[config.mk]
export PLATFORM = sky130hd
export DESIGN_NAME = exec_sequencer
export DESIGN_NICKNAME = d
export VERILOG_FILES = /design/src/rtl/aap_pkg.sv /design/src/rtl/exec_sequencer_op_classify.sv /design/src/rtl/exec_sequencer.sv
export SDC_FILE = /design/constraint.sdc
export NUM_CORES = 1
export LEC_CHECK = 0
export ABC_CLOCK_PERIOD_IN_PS = 2100
export CAP_MARGIN = 20
export CORE_MARGIN = 2
export CORE_UTILIZATION = 43
export DETAILED_ROUTE_END_ITERATION = 8
export GPL_TIMING_DRIVEN = 0
export PLACE_DENSITY = 0.86
export SLEW_MARGIN = 20
export SYNTH_ARGS = -nofsm -noshare
export SYNTH_HDL_FRONTEND = slang
export SYNTH_HIERARCHICAL = 1
export SYNTH_SLANG_ARGS = --single-unit
[constraint.sdc]
create_clock -name clock -period 2.1 [get_ports clock]
set_input_delay 0.315 -clock clock [delete_from_list [all_inputs] [get_ports clock]]
set_output_delay 0.315 -clock clock [all_outputs]
set_load 0.03 [all_outputs]
[src/rtl/aap_pkg.sv]
// Shared definitions for decode, the sequencer and the execution unit:
// operation numbers, field widths and the sequencer state encoding.
package aap_pkg;

    localparam int OP_W   = 6;
    localparam int RF_W   = 3;
    localparam int CNT_W  = 16;
    localparam int IMM1_W = 3;
    localparam int IMM2_W = 6;
    localparam int IMM3_W = 9;

    localparam int OP_NOP  = 0;
    localparam int OP_ADD  = 1;
    localparam int OP_SUB  = 2;
    localparam int OP_AND  = 3;
    localparam int OP_OR   = 4;
    localparam int OP_XOR  = 5;
    localparam int OP_SHL  = 6;
    localparam int OP_SHR  = 7;
    localparam int OP_CMP  = 8;
    localparam int OP_MOV  = 9;
    localparam int OP_ADDI = 10;
    localparam int OP_SUBI = 11;
    localparam int OP_ANDI = 12;
    localparam int OP_ORI  = 13;
    localparam int OP_SHLI = 14;
    localparam int OP_LUI  = 15;
    localparam int OP_LDB  = 16;
    localparam int OP_LDW  = 17;
    localparam int OP_LAST = 17;

    typedef enum logic [2:0] {
        ST_IDLE,
        ST_READ,
        ST_EXEC,
        ST_LOAD,
        ST_RETIRE
    } seq_state_t;

endpackage

[src/rtl/exec_sequencer_op_classify.sv]
// Combinational op classifier used at issue time.
// Ports: op in; skip (bypass READ/EXEC), load (extra mem cycle), illegal out.
module op_classify
    import aap_pkg::*;
#(
    parameter int OPW = OP_W
) (
    input  logic [OPW-1:0] op,
    output logic           skip,
    output logic           load,
    output logic           illegal
);

    always_comb begin
        illegal = op > OPW'(OP_LAST);
        // Moves are not yet wired in the execution unit, so they retire
        // without ever being shown to it.
        skip    = (op == OPW'(OP_NOP)) || (op == OPW'(OP_MOV)) || illegal;
        load    = (op == OPW'(OP_LDB)) || (op == OPW'(OP_LDW));
    end

endmodule

[src/rtl/exec_sequencer.sv]
// Single-issue sequencer between decode and the execution unit.
// Ports: clock/reset; issue_* valid/ready handshake in; exec_* latched
// fields out; retire/illegal pulses; busy; retired_count.
module exec_sequencer
    import aap_pkg::*;
#(
    parameter int OPW  = OP_W,
    parameter int RFW  = RF_W,
    parameter int CNTW = CNT_W
) (
    input  logic            clock,
    input  logic            reset,
    input  logic            issue_valid,
    output logic            issue_ready,
    input  logic [OPW-1:0]  issue_op,
    input  logic [RFW-1:0]  issue_dest,
    input  logic [RFW-1:0]  issue_src1,
    input  logic [RFW-1:0]  issue_src2,
    input  logic [2:0]      issue_imm1,
    input  logic [5:0]      issue_imm2,
    input  logic [8:0]      issue_imm3,
    output logic [OPW-1:0]  exec_op,
    output logic [RFW-1:0]  exec_dest,
    output logic [RFW-1:0]  exec_src1,
    output logic [RFW-1:0]  exec_src2,
    output logic [2:0]      exec_imm1,
    output logic [5:0]      exec_imm2,
    output logic [8:0]      exec_imm3,
    output logic            retire,
    output logic            illegal,
    output logic            busy,
    output logic [CNTW-1:0] retired_count
);

    seq_state_t     state;
    seq_state_t     state_next;
    logic [OPW-1:0] op_q;
    logic [OPW-1:0] exec_op_next;
    logic           load_q;
    logic           illegal_q;
    logic           accept;
    logic           cls_skip;
    logic           cls_load;
    logic           cls_illegal;

    op_classify #(.OPW(OPW)) u_classify (
        .op      (issue_op),
        .skip    (cls_skip),
        .load    (cls_load),
        .illegal (cls_illegal)
    );

    always_ff @(posedge clock) begin
        if (reset) begin
            state <= ST_IDLE;
        end else begin
            state <= state_next;
        end
    end

    always_comb begin
        state_next   = state;
        exec_op_next = '0;
        issue_ready  = 1'b0;
        retire       = 1'b0;
        illegal      = 1'b0;
        busy         = (state != ST_IDLE);
        unique case (state)
            ST_IDLE: begin
                issue_ready = 1'b1;
            end
            ST_READ: begin
                state_next   = ST_EXEC;
                exec_op_next = op_q;
            end
            ST_EXEC: begin
                // Loads keep the op up one more cycle so the memory read
                // data is valid for write-back.
                if (load_q) begin
                    state_next   = ST_LOAD;
                    exec_op_next = op_q;
                end else begin
                    state_next = ST_RETIRE;
                end
            end
            ST_LOAD: begin
                state_next = ST_RETIRE;
            end
            ST_RETIRE: begin
                issue_ready = 1'b1;
                retire      = 1'b1;
                illegal     = illegal_q;
                state_next  = ST_IDLE;
            end
            default: begin
                state_next = ST_IDLE;
            end
        endcase
        accept = issue_ready && issue_valid;
        if (accept) begin
            state_next = cls_skip ? ST_RETIRE : ST_READ;
        end
    end

    always_ff @(posedge clock) begin
        if (reset) begin
            exec_op       <= '0;
            op_q          <= '0;
            load_q        <= 1'b0;
            illegal_q     <= 1'b0;
            exec_dest     <= '0;
            exec_src1     <= '0;
            exec_src2     <= '0;
            exec_imm1     <= '0;
            exec_imm2     <= '0;
            exec_imm3     <= '0;
            retired_count <= '0;
        end else begin
            exec_op <= exec_op_next;
            if (accept) begin
                op_q      <= issue_op;
                load_q    <= cls_load;
                illegal_q <= cls_illegal;
                exec_dest <= issue_dest;
                exec_src1 <= issue_src1;
                exec_src2 <= issue_src2;
                exec_imm1 <= issue_imm1;
                exec_imm2 <= issue_imm2;
                exec_imm3 <= issue_imm3;
            end
            if (state == ST_RETIRE) begin
                retired_count <= retired_count + 1'b1;
            end
        end
    end

endmodule

# == After elaboration in Yosys (flattened, before gate mapping) ==
# Index checks and enable logic that the tools add are counted.
# totals
inputBits,36
word_cells,39
reg_bits,60
output_inout_bits,53
# op_classes
order_cmp,1
n_reduce_logical,8
eq_ne,8
addsub,1
muxes,9
# ops
operator,n
"16-bit by 1-bit adder with 16-bit output, second input constant",1
"6-bit by 5-bit equality test with 1-bit output, second input constant",2
3-bit case mux with 4 select lines,1
6-bit case mux with 2 select lines,1
3-bit two-way mux,3
"3-bit by 2-bit equality test with 1-bit output, second input constant",2
"6-bit by 4-bit equality test with 1-bit output, second input constant",1
"6-bit by 5-bit > comparator with 1-bit output, second input constant",1
6-bit logical NOT,1
6-bit two-way mux,1
"3-bit by 1-bit equality test with 1-bit output, second input constant",1
"3-bit equality test, second input constant",1
3-bit logical NOT,1
1-bit logical OR,3
1-bit two-way mux,3
3-bit nonzero test,1
"2-bit != test, second input constant",1
2-bit OR reduction,1
1-bit logical AND,1

# == Longest topological paths before layout ==
# logic_depth
depth_word,5
ltp_mapped,6
mapped_depth_nobuf,6

# == Hierarchy ==
# The synthesis kept the hierarchy.
# modules_own_cells
module,area_per_inst_um2,cells_per_inst,seq_area_each_um2,instances
exec_sequencer,2209.6,260,1201.2,1
op_classify,62.6,9,0.0,1

# == Least setup slack after synthesis ==
# Ideal clock, no wire load.
# synth_timing
kind,register to output
start,register state[2]
end,output illegal
path_buffers,0
t_required_ns,1.785
stages_incl_launch_ff,3
arrival_ns,1.816
path_slack_ns,-0.031
path_cell_list,dfxtp_1 nor3b_1 and2_1
# synth_via
elab_chain_len,2
# synth_lines
item,line_no,text
"start, declared",exec_sequencer.sv:35,seq_state_t state;
"start signal, assigned",exec_sequencer.sv:57,state <= state_next;
3-bit equality test,exec_sequencer.sv:68,unique case (state)
1-bit two-way mux,exec_sequencer.sv:68,
"end, declared",exec_sequencer.sv:30,"output logic illegal,"
# No other way between the ends.

# == Worst setup path after layout ==
# layout_timing
start,register state[0]
end,output issue_ready
# layout_via
elab_chain_len,3
elab_cells_between_ends,4
cone_classes,eq/ne (1); mux (1); reduce/logical (2)
# layout_lines
item,line_no,text
3-bit equality test / 3-bit logical NOT (equally long branches),exec_sequencer.sv:68,
2-bit OR reduction (no line) *,n/a,
1-bit two-way mux *,exec_sequencer.sv:68,
"end, declared",exec_sequencer.sv:14,"output logic issue_ready,"
# Mark *: on every way between the ends. The rest lies on a longest branch, timed or not.

==> flow_summary.json <==
{
  "outcome": "completed",
  "crit_chain": "nor2_1 > clkdlybuf4s50_1",
  "hp-class": "in2reg",
  "crit_path_start_kind": "flip-flop",
  "rsz0062_at_grt": "false",
  "setup_violations": 0,
  "cts_setup_buffers": 0,
  "grt_remaining_overflow": 0,
  "slowest_stage": "clkdlybuf4s50_1",
  "htreeDepth": 3,
  "rr_worst_depth": 5,
  "worstPathRequired_ns": 1.78,
  "clock_latency_ns": 0.33,
  "cts_tree": "yes",
  "dr.max_layer_used": "met4",
  "area_delta_synth_final_pct": 50.7,
  "initial_utilization_pct": 44.5,
  "drv_cap": 0,
  "yosysTopAreaCell": "dfxtp_1",
  "slew_violations": 0,
  "synth_edf_count": 0,
  "ant_nets": 0,
  "peakVddDrop_uv": 490,
  "syn_area_mm2": 0.00227,
  "num-nets-final": 404,
  "num_rows": 26,
  "cts.path.max_buffers": 2,
  "fmax_mhz": 505,
  "post-route-period-util_pct": 94.2,
  "wl_met2_mm": 2.76,
  "routed_wl_mm": 5.59,
  "synth-main-ff-cell": "dfxtp_1",
  "ios": 89,
  "async_reset_ff_share_pct": 0,
  "critPathMaxFanout": 5,
  "route.met3.wl_um": 278,
  "pre_cts_slack_ns": 0.136,
  "hold_viol": 0,
  "avgSynthCellArea_um2": 8.45,
  "die_area_mm2": 0.00588,
  "cts_made_buffers": 9,
  "postPlaceCellArea_mm2": 0.00324,
  "ys_seq_area_share_pct": 52.9,
  "crit_type": "reg2out",
  "track_usage_pct": 19.9,
  "root_buffer": "clkbuf_8",
  "yosysWarnings": 6,
  "ys_ff_latch": 60,
  "p_per_area_mw_per_mm2": 724,
  "cp_slowest_stage_delay_ns": 0.74,
  "syn_inst": 269,
  "die_h_um": 76.7,
  "final_cell_area_mm2": 0.00342,
  "finalCriticalPeriod_ns": 1.98,
  "viasPerCell": 4.93,
  "yosys.area.top_type_share_pct": 52.9,
  "synth_area_leaders": "dfxtp_1 53%, nand2_1 12%, a21oi_1 9.3%, xor2_1 3.1%, and2_1 2.5%",
  "cp_top_family": "buffers and inverters",
  "clk_pin_slew_ns": 0.06,
  "drc_errors": 0,
  "wl_met1_mm": 2.49,
  "setup_ws_ns": 0.121,
  "post-route-util_pct": 67.0,
  "detail_route.first_pass.iterations": 4,
  "drive_gt1_share_pct": 5.38,
  "grt_pass1_wl_mm": 9.31,
  "portBuffers": 87,
  "crit_arrival_ns": 1.66,
  "wl_per_cell_um": 12.6,
  "p_leak_nw": 1.29,
  "antenna_found_initial": 0,
  "cts_sinks": 60,
  "synth_common_cells": "75 x nand2_1, 60 x dfxtp_1, 42 x a21oi_1, 14 x nor2_1, 12 x clkbuf_1",
  "cp.depth": 2,
  "cts_hold_buf": 0,
  "p_total_w": 0.00248,
  "antennaDiodeCount": 0,
  "cp_num_buf_inv": 1,
  "core_mm2": 0.00511,
  "worst_pin_slew_ns": 0.678,
  "die_x_um": 76.7,
  "grt_max_degree": 11,
  "endpoint_kind": "output pin",
  "slew_headroom_pct": 54.4,
  "routabilityCongestion": 0.726,
  "first_global_vias": 2081,
  "syn_nets": 306,
  "vias": 2178,
  "setup_tns_ns": 0,
  "drtIter0Drc": 96,
  "fin_skew_ns": 0.00552,
  "yosysMostFrequentCell": "nand2_1",
  "ys_types": 33,
  "dp_hpwl_mm": 4.12,
  "holdPathStages": 2
}
==> final cells by class <==
class                      instances  area (um2)
buffer                            14        57.6
clock buffer                      15         176
clock inverter                     1        5.00
fill                             451        1680
inverter                           4        15.0
multi-input combinational        191        1010
sequential                        60        1200
tap                               70        87.6
timing repair buffer              87         871
==> report_power, final <==
part	switching, W	internal (W)
sequential	0.0000230	0.00118
combinational	0.000185	0.000157
clock	0.000405	0.000525
==> logic make-up after synthesis <==
| logic type | share of synthesized area (%) |
|---|---|
| buffers and inverters | 3.19 |
| and+or+nand+nor | 25.9 |
| adders and majority gates | 0.551 |
| AOI/OAI and AO/OA | 12.5 |
| muxes | 1.54 |
| xor gates and xnor gates | 3.47 |
| DFF | 52.9 |
==> worst paths after layout <==
check,startpoint,to,slack [ns]
min reg2reg,op_q[4],op_q[4],0.45
max,state[0],issue_ready,0.12
max reg2reg,retired_count[2],retired_count[14],0.36
min,reset,exec_imm3[5],0.40
==> stage by stage <==
step	std cells	hold WS (ns)
2_1_floorplan	269	0.430
3_3_place_gp	426	0.436
3_5_place_dp	426	0.443
4_1_cts	442	0.384
5_1_grt	442	0.424
6_report	442	0.402
==> cells in the final DEF (no fill, tap or decap) <==
cell type,count
mux2i_1,2
o31ai_1,5
nand3_4,1
ha_1,1
nand2_1,75
clkdlybuf4s50_1,84
clkinv_2,1
and2_1,9
nand4_1,5
a211oi_1,1
nor2_1,14
buf_2,1
xnor2_1,1
nand3_1,4
inv_1,4
nand2b_1,2
nor4bb_1,1
a32oi_1,1
and3_1,1
dlymetal6s2s_1,1
a21oi_1,42
or4_1,4
xor2_1,8
nor2b_1,1
dlygate4sd2_1,2
nand4_2,1
o21ai_0,2
nor3b_4,1
or3_1,2
nor3_1,3
o32a_1,1
buf_4,1
and3_2,1
clkbuf_1,15
mux2_4,1
clkbuf_8,12
dfxtp_1,60
and4_1,1
==> state kept, by name, summed over array words and instances (netlist names) <==
name and cells:
exec_src2 3, exec_op 6, exec_src1 3, op_q 6, load_q 1, exec_imm3 9, exec_dest 3, exec_imm2 6
retired_count 16, illegal_q 1, state 3, exec_imm1 3
==> routing by layer <==
| layer | global-route usage (%) | vias to the layer above |
|---|---|---|
| li1 | - | 1103 |
| met1 | 23.8 | 1007 |
| met2 | 33.3 | 62 |
| met3 | 4.71 | 6 |
| met4 | 9.82 | 0 |
| met5 | 0 | - |
==> timing repair <==
action / in CTS / in global routing
resized for setup: 3 / 1
gates cloned: 0 / 0
endpoints found under the setup margin: 2 / 1
Power figures use the tool's default switching activity.
